--- config.mk ---
export PLATFORM = sky130hd
export DESIGN_NAME = ifq
export DESIGN_NICKNAME = d
export VERILOG_FILES = /design/src/rtl/ifq.sv
export SDC_FILE = /design/constraint.sdc
export NUM_CORES = 1
export LEC_CHECK = 0
export CAP_MARGIN = 20
export CELL_PAD_IN_SITES_DETAIL_PLACEMENT = 1
export CELL_PAD_IN_SITES_GLOBAL_PLACEMENT = 1
export CORE_ASPECT_RATIO = 1.75
export CORE_MARGIN = 4
export CORE_UTILIZATION = 25
export CTS_CLUSTER_SIZE = 20
export DETAILED_ROUTE_END_ITERATION = 10
export PLACE_DENSITY = 0.48
export SYNTH_ARGS = -nofsm -noshare
export SYNTH_HDL_FRONTEND = slang
export SYNTH_SLANG_ARGS = --single-unit
--- constraint.sdc ---
create_clock -name clk -period 13.91 [get_ports clk]
set_input_delay 4.173 -clock clk [delete_from_list [all_inputs] [get_ports clk]]
set_output_delay 4.173 -clock clk [all_outputs]
set_load 0.1 [all_outputs]
--- src/rtl/ifq.sv ---
// rtl/ifq.sv - instruction fetch queue: 128-bit icache lines in, one FWFT instruction per cycle to dispatch
// Define IFQ_BYPASS_EN to present a returning line to dispatch in the same cycle when the queue is empty.
module ifq #(
  parameter int          DEPTH_LINES = 4,
  parameter logic [31:0] RESET_PC    = 32'h0000_0000
) (
  input  logic         clk,
  input  logic         rst,
  output logic         icache_rd_en,
  output logic [31:0]  icache_addr,
  input  logic [127:0] icache_dout,
  input  logic         icache_dout_valid,
  output logic [31:0]  dispatch_inst,
  output logic [31:0]  dispatch_pc_out,
  output logic         dispatch_empty,
  input  logic         dispatch_rd_en,
  input  logic [31:0]  dispatch_jump_branch_addr,
  input  logic         dispatch_jump_branch_valid
);

  localparam int         LW      = $clog2(DEPTH_LINES);
  localparam logic [LW:0] PTR_ONE = (LW+1)'(1);

  logic [127:0] mem [DEPTH_LINES];
  logic [LW:0]  wr_ptr;
  logic [LW:0]  rd_line;
  logic [1:0]   rd_off;
  logic [31:0]  head_pc;
  logic [31:0]  fetch_pc;
  logic         outstanding;
  logic         discard;

  logic         queue_empty;
  logic         queue_full;
  logic         redirect;
  logic         issue;
  logic         accept;
  logic         pop;
  logic         bypass_hit;
  logic [127:0] head_line;
  logic         unused_addr_bits;

  assign unused_addr_bits = ^dispatch_jump_branch_addr[1:0];

  assign redirect    = dispatch_jump_branch_valid;
  assign queue_empty = (wr_ptr == rd_line);
  // A partially consumed line still holds its slot until its last word pops.
  assign queue_full  = (wr_ptr[LW] != rd_line[LW]) && (wr_ptr[LW-1:0] == rd_line[LW-1:0]);

  assign issue  = rst && !outstanding && !icache_dout_valid && !queue_full && !redirect;
  // Data with nothing outstanding belongs to a request abandoned by reset.
  assign accept = icache_dout_valid && outstanding && !discard && !redirect;

  assign icache_rd_en = issue;
  assign icache_addr  = issue ? fetch_pc : 32'h0;

`ifdef IFQ_BYPASS_EN
  assign bypass_hit = queue_empty && icache_dout_valid && outstanding && !discard;
`else
  assign bypass_hit = 1'b0;
`endif

  assign head_line      = bypass_hit ? icache_dout : mem[rd_line[LW-1:0]];
  assign dispatch_empty = queue_empty && !bypass_hit;
  assign dispatch_pc_out = head_pc + 32'd4;
  assign pop            = dispatch_rd_en && !dispatch_empty && !redirect;

  always_comb begin
    dispatch_inst = head_line[31:0];
    case (rd_off)
      2'd0: dispatch_inst = head_line[31:0];
      2'd1: dispatch_inst = head_line[63:32];
      2'd2: dispatch_inst = head_line[95:64];
      2'd3: dispatch_inst = head_line[127:96];
      default: dispatch_inst = head_line[31:0];
    endcase
  end

  always_ff @(posedge clk) begin
    if (!rst) begin
      wr_ptr      <= '0;
      rd_line     <= '0;
      rd_off      <= 2'd0;
      head_pc     <= RESET_PC;
      fetch_pc    <= RESET_PC;
      outstanding <= 1'b0;
      discard     <= 1'b0;
      for (int i = 0; i < DEPTH_LINES; i++) begin
        mem[i] <= '0;
      end
    end else if (redirect) begin
      head_pc     <= {dispatch_jump_branch_addr[31:2], 2'b00};
      fetch_pc    <= {dispatch_jump_branch_addr[31:4], 4'h0};
      rd_off      <= dispatch_jump_branch_addr[3:2];
      rd_line     <= wr_ptr;
      // A line returning this cycle is dropped; one still in flight gets dropped later.
      outstanding <= outstanding && !icache_dout_valid;
      discard     <= outstanding && !icache_dout_valid;
    end else begin
      if (pop) begin
        rd_off  <= rd_off + 2'd1;
        head_pc <= head_pc + 32'd4;
        if (rd_off == 2'd3) begin
          rd_line <= rd_line + PTR_ONE;
        end
      end
      if (issue) begin
        fetch_pc    <= fetch_pc + 32'd16;
        outstanding <= 1'b1;
      end else if (icache_dout_valid) begin
        outstanding <= 1'b0;
        discard     <= 1'b0;
        if (accept) begin
          mem[wr_ptr[LW-1:0]] <= icache_dout;
          wr_ptr              <= wr_ptr + PTR_ONE;
        end
      end
    end
  end

endmodule

; Yosys cells after proc, flatten, opt, wreduce, memory -nomap -nowiden
; Memory sizes are Yosys's and may differ from the RTL's. A register that Yosys moved wholly into a read port is not among the register bits.
; Index checks and enable logic that the tools add are counted.
[totals]
ff_bits = 74
ramBits = 512
inputBits = 165
mem_count = 1
out_inout_bits = 98
[memory_table]
columns = name, words, word_bits, read_ports, rd_ports_with_merged_regs, wr, line
row1 = mem, 4, 128, 1, 1, 4, 24  ; logic [127:0] mem [DEPTH_LINES];
[classes]
add_sub_neg = 5
reduce_logical = 28
bitwise = 3
n_mux = 28
n_eq_ne = 7
[ops]
columns = operator, count
row1 = $mux 32, 5
row2 = $mux 128, 1
row3 = $pmux 32 s4, 1
row4 = $reduce_or 128->1, 1
row5 = $add 32x3->32 const B, 1
row6 = $add 32x5->32 const B, 1
row7 = $mux 1, 13
row8 = $logic_and 1x1->1, 11
row9 = $mux 2, 5
row10 = $mux 3, 3
row11 = $reduce_bool 2->1, 4
row12 = $add 3x1->3 const B, 2
row13 = $logic_not 1->1, 6
row14 = $eq 2x2->1 const B, 2
row15 = $reduce_and 2->1, 2
row16 = $reduce_and 4->1, 1
row17 = $eq 3x3->1, 1
row18 = $not 1->1, 3
row19 = $reduce_bool 3->1, 1
row20 = $add 2x1->2 const B, 1
row21 = $eq 2x1->1 const B, 1
row22 = $eq 2x2->1, 1
row23 = $logic_not 2->1, 1
row24 = $ne 2x2->1 const B, 1
row25 = other kinds (2), 2

; Logic depth before layout (Yosys ltp)
; Gate-level depths: netlist of the first run.
[logic_depth]
depth_word = 11
depth_mapped = 8
depth_no_buf = 6

; Least setup slack after synthesis of the first run
; No wires, ideal clock.
[synth_timing]
path_kind = in2out
startpoint = input rst
endpoint = output icache_addr[18]
n_path_buf = 2
path_slack_ns = 2.704
cell_stages = 5
arrival_ns = 7.033
required_time_ns = 9.737
cell_sequence = buf_4 or3b_1 a31o_1 buf_6 nor3_1
[synth_via]
elab_chain_cells = 5
[synth_rtl]
columns = element, line
row1 = "start, declared", 8  ; input logic rst,
row2 = $logic_and 1x1->1 (4 in a row), 50  ; assign issue = rst && !outstanding && !icache_dout_valid && !queue_full && !redirect;
row3 = $mux 32, 55  ; assign icache_addr = issue ? fetch_pc : 32'h0;
row4 = "end, declared", 10  ; output logic [31:0] icache_addr,
; No other way between the ends.

; Final worst setup path of the first run
[layout_timing]
startpoint = input icache_dout_valid
endpoint = output icache_addr[28]
[layout_via]
elab_chain_cells = 5
[layout_rtl]
columns = element, line
row1 = "start, declared", 12  ; input logic icache_dout_valid,
row2 = $logic_not 1->1, 50
row3 = $logic_and 1x1->1 (3 in a row), 50
row4 = $mux 32, 55
; No other way between the ends.

==> qor.yml, run 1 <==
status: "finished clean"
fmax_mhz: 87.16
dp_hpwl_um: 53180
rsz0062_at_grt: "false"
ioPinCount: 263
crit_slowest_cell: "clkdlybuf4s50_1"
grt.total_usage: 0.1522
post_drt_wl_per_cell_um: 24.97
synth_area_leaders: "edfxtp_1 57%, and2_1 13%, mux4_2 11%, dfxtp_1 5.2%, clkbuf_1 1.4%"
path_delay_family: "buffers and inverters"
hold_class: "reg -> reg"
cts.sinks: 582
power.leakage_nw: 11.36
antenna_found_initial: 29
syn_inst: 1899
drv_cap: 0
setup_ws_ns: 2.437
layout-drive-gt1-share: 0.1327
synth_top_family_by_area: "simple AND/OR/NAND/NOR gates"
gr-total-overflow: 0
worstPathMaxFanout: 28
ys_warn_count: 0
drt_iter0_drc: 926
cp_num_buf_inv: 3
total_power_mw: 4.167
post-place-ws_ns: 2.419
ys_seq_area_frac: 0.6230
synth_xor_area_frac: 0.02500
cpPeakStageDelay_ns: 1.16
clk_pin_slew_ns: 0.06
fillerInstances: 11253
grt_max_degree: 80
final_nets: 2282
cp-start-kind: "input pin"
tightest_slew_ns: 1.174
path_class: "in -> out"
worstPathRequired_ns: 9.74
vias: 16613
antenna_left: 0
cts_tree: "yes"
ys.flop_type: "edfxtp_1"
fin_util: 0.3070
hold_buffers: 0
row_count: 159
crit_path_frequent_cell: "clkdlybuf4s50_1"
peakVddDrop_v: 0.00007703
synth-edff-count: 512
synth.distinct_cells: 64
routed_via_density: 4.698
clock_latency_ns: 0.63
setup_viol: 0
ys_top_cells_by_count: "546 x and2_1, 512 x edfxtp_1, 128 x mux4_2"
cts_max_path_buffers: 3
cts_setup_buffers: 0
grt_pass1_vias: 18411
core_um2: 107200
synth_async_sr_flop_share: 0
cp_data_arrival_time_ns: 7.30
yosys.area.top_type: "edfxtp_1"
cts_resized: 0
tns_ns: 0
start_util: 0.2511
period_needed_ns: 11.47
path_cells: "clkdlybuf4s50_1 -> or3b_1 -> a31o_1 -> nor2_1 -> buf_4 -> and2_1 -> clkdlybuf4s50_1"
min_period_over_period: 0.8248
htreeDepth: 2
synth_mux_area_frac: 0.1094
drcViolationCount: 0
skew_ns: 0.02216
io_buffer_count: 254
die_w_um: 256.1
area_delta_synth_final_pct: 22.26
powerDensity_nw_per_um2: 126.6
routed_wirelength_um: 88290
gp_congestion: 0.7918
synth.avg_cell_area_um2: 14.18
cts_buffers: 59
die_h_um: 442.2
final-hold-violation-count: 0
synthSimpleGateAreaFrac: 0.1710
synth_fa_ha_area_frac: 0.003717
synth_most_common_cell: "and2_1"
final_max_slew_viol_count: 0
grt_pass1_wl_um: 128100
synth_top_area_share: 0.5710
synth_compound_gate_area_share: 0.04354
dieArea_um2: 113200
end_kind: "output port"
slew_headroom: 0.2146
cts_root_buffer: "clkbuf_16"
ys_ff_latch: 582
dr.pass1.iters: 7
synthesis.area_um2: 26930
[sequential cells by signal, indices dropped and copies added, names as in the netlist, named ones only]
signal       cells
mem            512
head_pc         30
fetch_pc        28
rd_line          3
wr_ptr           3
rd_off           2
discard          1
outstanding      1
[path summary, 6_finish.rpt]
| kind | startpoint | end | slack, ns | cells past startpoint |
|---|---|---|---|---|
| setup / recovery | icache_dout_valid | icache_addr[28] | 2.44 | 7 |
| hold / removal | head_pc[3] | head_pc[3] | 0.53 | 2 |
| setup reg to reg | outstanding | mem[2][104] | 10.38 | 7 |
| hold reg to reg | head_pc[3] | head_pc[3] | 0.53 | 2 |
[layout by cell type, fill, tap and decap left out, types with 6 or more instances in the layout]
| cell | count |
|---|---|
| a31oi_1 | 9 |
| nand2_1 | 79 |
| clkinv_2 | 8 |
| or3_1 | 6 |
| o21ai_0 | 72 |
| clkdlybuf4s50_1 | 253 |
| clkbuf_1 | 11 |
| nand4_1 | 27 |
| nand3_1 | 30 |
| bufinv_16 | 8 |
| and2_1 | 546 |
| clkinvlp_4 | 6 |
| mux4_2 | 128 |
| a21oi_1 | 44 |
| xnor2_1 | 31 |
| dfxtp_1 | 68 |
| xor2_1 | 44 |
| clkbuf_16 | 60 |
| nor2_1 | 22 |
| edfxtp_1 | 512 |
| diode_2 | 12 |
| clkinv_1 | 12 |
| buf_4 | 33 |
| and3_1 | 16 |
| conb_1 | 6 |
| inv_1 | 7 |
| a222oi_1 | 32 |
| nor3_1 | 6 |
[per-layer routing]
layer,GRT usage,wire length [µm]
met5,0,98
met4,0.03999,2373
met1,0.1769,35220
met3,0.03761,4944
met2,0.2789,45650
[worst register-to-register path, stage by stage, from the launching register on]
cell and delay (ns):
dfxtp_1 0.36, nand2_1 0.11, nor2_1 0.15, nand2_1 0.15
nor3b_2 0.21, buf_4 0.55, nand2b_4 0.71, buf_4 0.84
[final cells by class]
| type | count | area (µm²) | share of cell area |
|---|---|---|---|
| Sequential cell | 582 | 16780 | 0.5098 |
| Multi-Input combinational cell | 1169 | 9590 | 0.2913 |
| Timing Repair Buffer | 289 | 2825 | 0.08581 |
| Tap cell | 1368 | 1712 | 0.05199 |
| Clock buffer | 71 | 1543 | 0.04686 |
| Clock inverter | 37 | 407.9 | 0.01239 |
| Inverter | 8 | 31.28 | 0.0009501 |
| Antenna cell | 12 | 30.03 | 0.0009121 |
[stage by stage]
step	instance area (µm²)	std cells	hold slack (ns)
global route	32890	3524	0.5583
floorplan	26950	1904	0.4819
finish	32920	3536	0.5274
CTS	32890	3524	0.5294
detailed placement	30940	3416	0.5198
global placement	30910	3414	0.5041
[power breakdown]
part           switching (mW)  internal (mW)
clock network           0.707          0.937
logic                   0.352          0.164
registers              0.0409           1.97
total                    1.10           3.07
[kinds of logic (layout without fill, tap and decap cells)]
group	count (synthesis)	in the layout
simple gates	765	765
flops	582	582
compound gates	180	180
buf+inv	153	405
mux	134	134
xor+xnor	76	76
fa+ha+maj	8	8
other cells	1	18
Note: power is estimated with default switching activity, not from simulation.
==> run 2, diff against run 1 <==
==> constraint.sdc (replaced) <==
create_clock -name clk -period 10.9 [get_ports clk]
set_input_delay 3.27 -clock clk [delete_from_list [all_inputs] [get_ports clk]]
set_output_delay 3.27 -clock clk [all_outputs]
set_load 0.1 [all_outputs]
==> run 2 against run 1 <==
Utilization hardly changed; via count grew 0.74%; die area stayed put; non-clock buffer count down 1; clock skew decreased by 0.0014 ns; cell area shrank 0.11%; sequential cell count did not move; largest power group unchanged; highest routed layer unchanged.
==> qor.yml, run 2 (synthesis results as in run 1) <==
seqCellArea_um2: 16780
cp-start-kind: "input pin"
peakVddDrop_v: 0.0001242
grt_max_degree: 129
layout-drive-gt1-share: 0.1420
worstPathRequired_ns: 7.63
io_buffer_count: 254
tightest_slew_ns: 1.180
multiInputGateArea_um2: 9590
rsz0062_at_grt: "false"
setup_ws_ns: 1.717
ioPinCount: 263
total_power_mw: 5.315
tns_ns: 0
die_w_um: 256.1
gr-total-overflow: 0
antenna_left: 0
powerDensity_nw_per_um2: 161.6
cts_buffers: 66
cts_resized: 0
antenna_found_initial: 30
period_needed_ns: 9.183
die_h_um: 442.2
start_util: 0.2511
cts.sinks: 582
post-place-ws_ns: 1.727
fillerInstances: 11321
path_class: "in -> out"
fin_cells: 3541
cpPeakStageDelay_ns: 1.18
crit_path_frequent_cell: "clkdlybuf4s50_1"
crit_slowest_cell: "clkdlybuf4s50_1"
path_cells: "clkdlybuf4s50_1 -> or3b_1 -> a31o_1 -> nor3_1 -> clkdlybuf4s50_1"
hold_buffers: 0
gp_congestion: 0.7783
cts_setup_buffers: 0
cts_max_path_buffers: 3
htreeDepth: 3
core_um2: 107200
drv_cap: 0
final_max_slew_viol_count: 0
hold_class: "reg -> reg"
routed_via_density: 4.726
routed_wirelength_um: 89820
cp_data_arrival_time_ns: 5.91
layout.cells.most_common_list: "546 x and2_1, 512 x edfxtp_1, 225 x clkdlybuf4s50_1"
dr.pass1.iters: 5
end_kind: "output port"
vias: 16736
clock_latency_ns: 0.64
drt_iter0_drc: 968
dp_hpwl_um: 53790
largest_register: "mem"
setup_viol: 0
skew_ns: 0.02078
area_delta_synth_final_pct: 22.13
power.leakage_nw: 11.44
fmax_mhz: 108.9
row_count: 159
status: "finished clean"
final_nets: 2288
final_common_cell: "and2_1"
grt_pass1_wl_um: 130400
worstPathMaxFanout: 10
hold_ws_ns: 0.5410
clk_pin_slew_ns: 0.06
largest_reg_flops: 512
slew_headroom: 0.2109
final-hold-violation-count: 0
top_regs: "mem: 512 flops, head_pc: 30 flops, fetch_pc: 28 flops"
post_drt_wl_per_cell_um: 25.37
dieArea_um2: 113200
grt.total_usage: 0.1567
grt_pass1_vias: 18669
placed_cells: 3415
cts_tree: "yes"
drcViolationCount: 0
min_period_over_period: 0.8425
cts_root_buffer: "clkbuf_16"
[run 2: power by group]
| part | total [mW] | switching [mW] | internal, mW |
|---|---|---|---|
| logic | 0.658 | 0.449 | 0.209 |
| clock network | 2.09 | 0.930 | 1.16 |
| registers | 2.56 | 0.0540 | 2.51 |
[run 2: critical path: cells and delay by family]
family	cells	cell delay, ns
buffers and inverters	2	1.63
and+or+nand+nor	2	0.63
AOI/OAI and AO/OA	1	0.38
[run 2: per-layer routing]
metal,share of wire,track usage,vias to the layer above,wire length [µm]
met1,0.39,0.1803,8685,35400
met4,0.028,0.04993,18,2493
met3,0.059,0.04179,119,5258
met2,0.52,0.2826,452,46570
met5,0.0011,0,-,100
li1,-,-,7462,-
[run 2: area by class of cell]
| class | count | share of cell area |
|---|---|---|
| clock buffers | 93 | 0.05395 |
| flip-flops and latches | 582 | 0.5103 |
| diodes | 11 | 0.0008370 |
| inverters | 8 | 0.0009131 |
| clock inverters | 22 | 0.004984 |
| well taps | 1368 | 0.05205 |
| repair buffers | 288 | 0.08530 |
| multi-input cells | 1169 | 0.2916 |
[run 2: path summary, 6_finish.rpt]
path                startpoint               to  slack [ns]  cells past startpoint
max          icache_dout_valid  icache_addr[18]        1.72                      5
min                  rd_off[1]        rd_off[1]        0.54                      2
max reg2reg        outstanding      mem[2][107]        7.34                      7
min reg2reg          rd_off[1]        rd_off[1]        0.54                      2
[run 2: metrics by stage]
stage | instance area, µm² | utilization
after floorplan | 26950 | -
after CTS | 32860 | 0.3064
final | 32890 | 0.3067
after detailed placement | 30920 | 0.2884
after global placement | 30880 | 0.2880
after global routing | 32860 | 0.3064
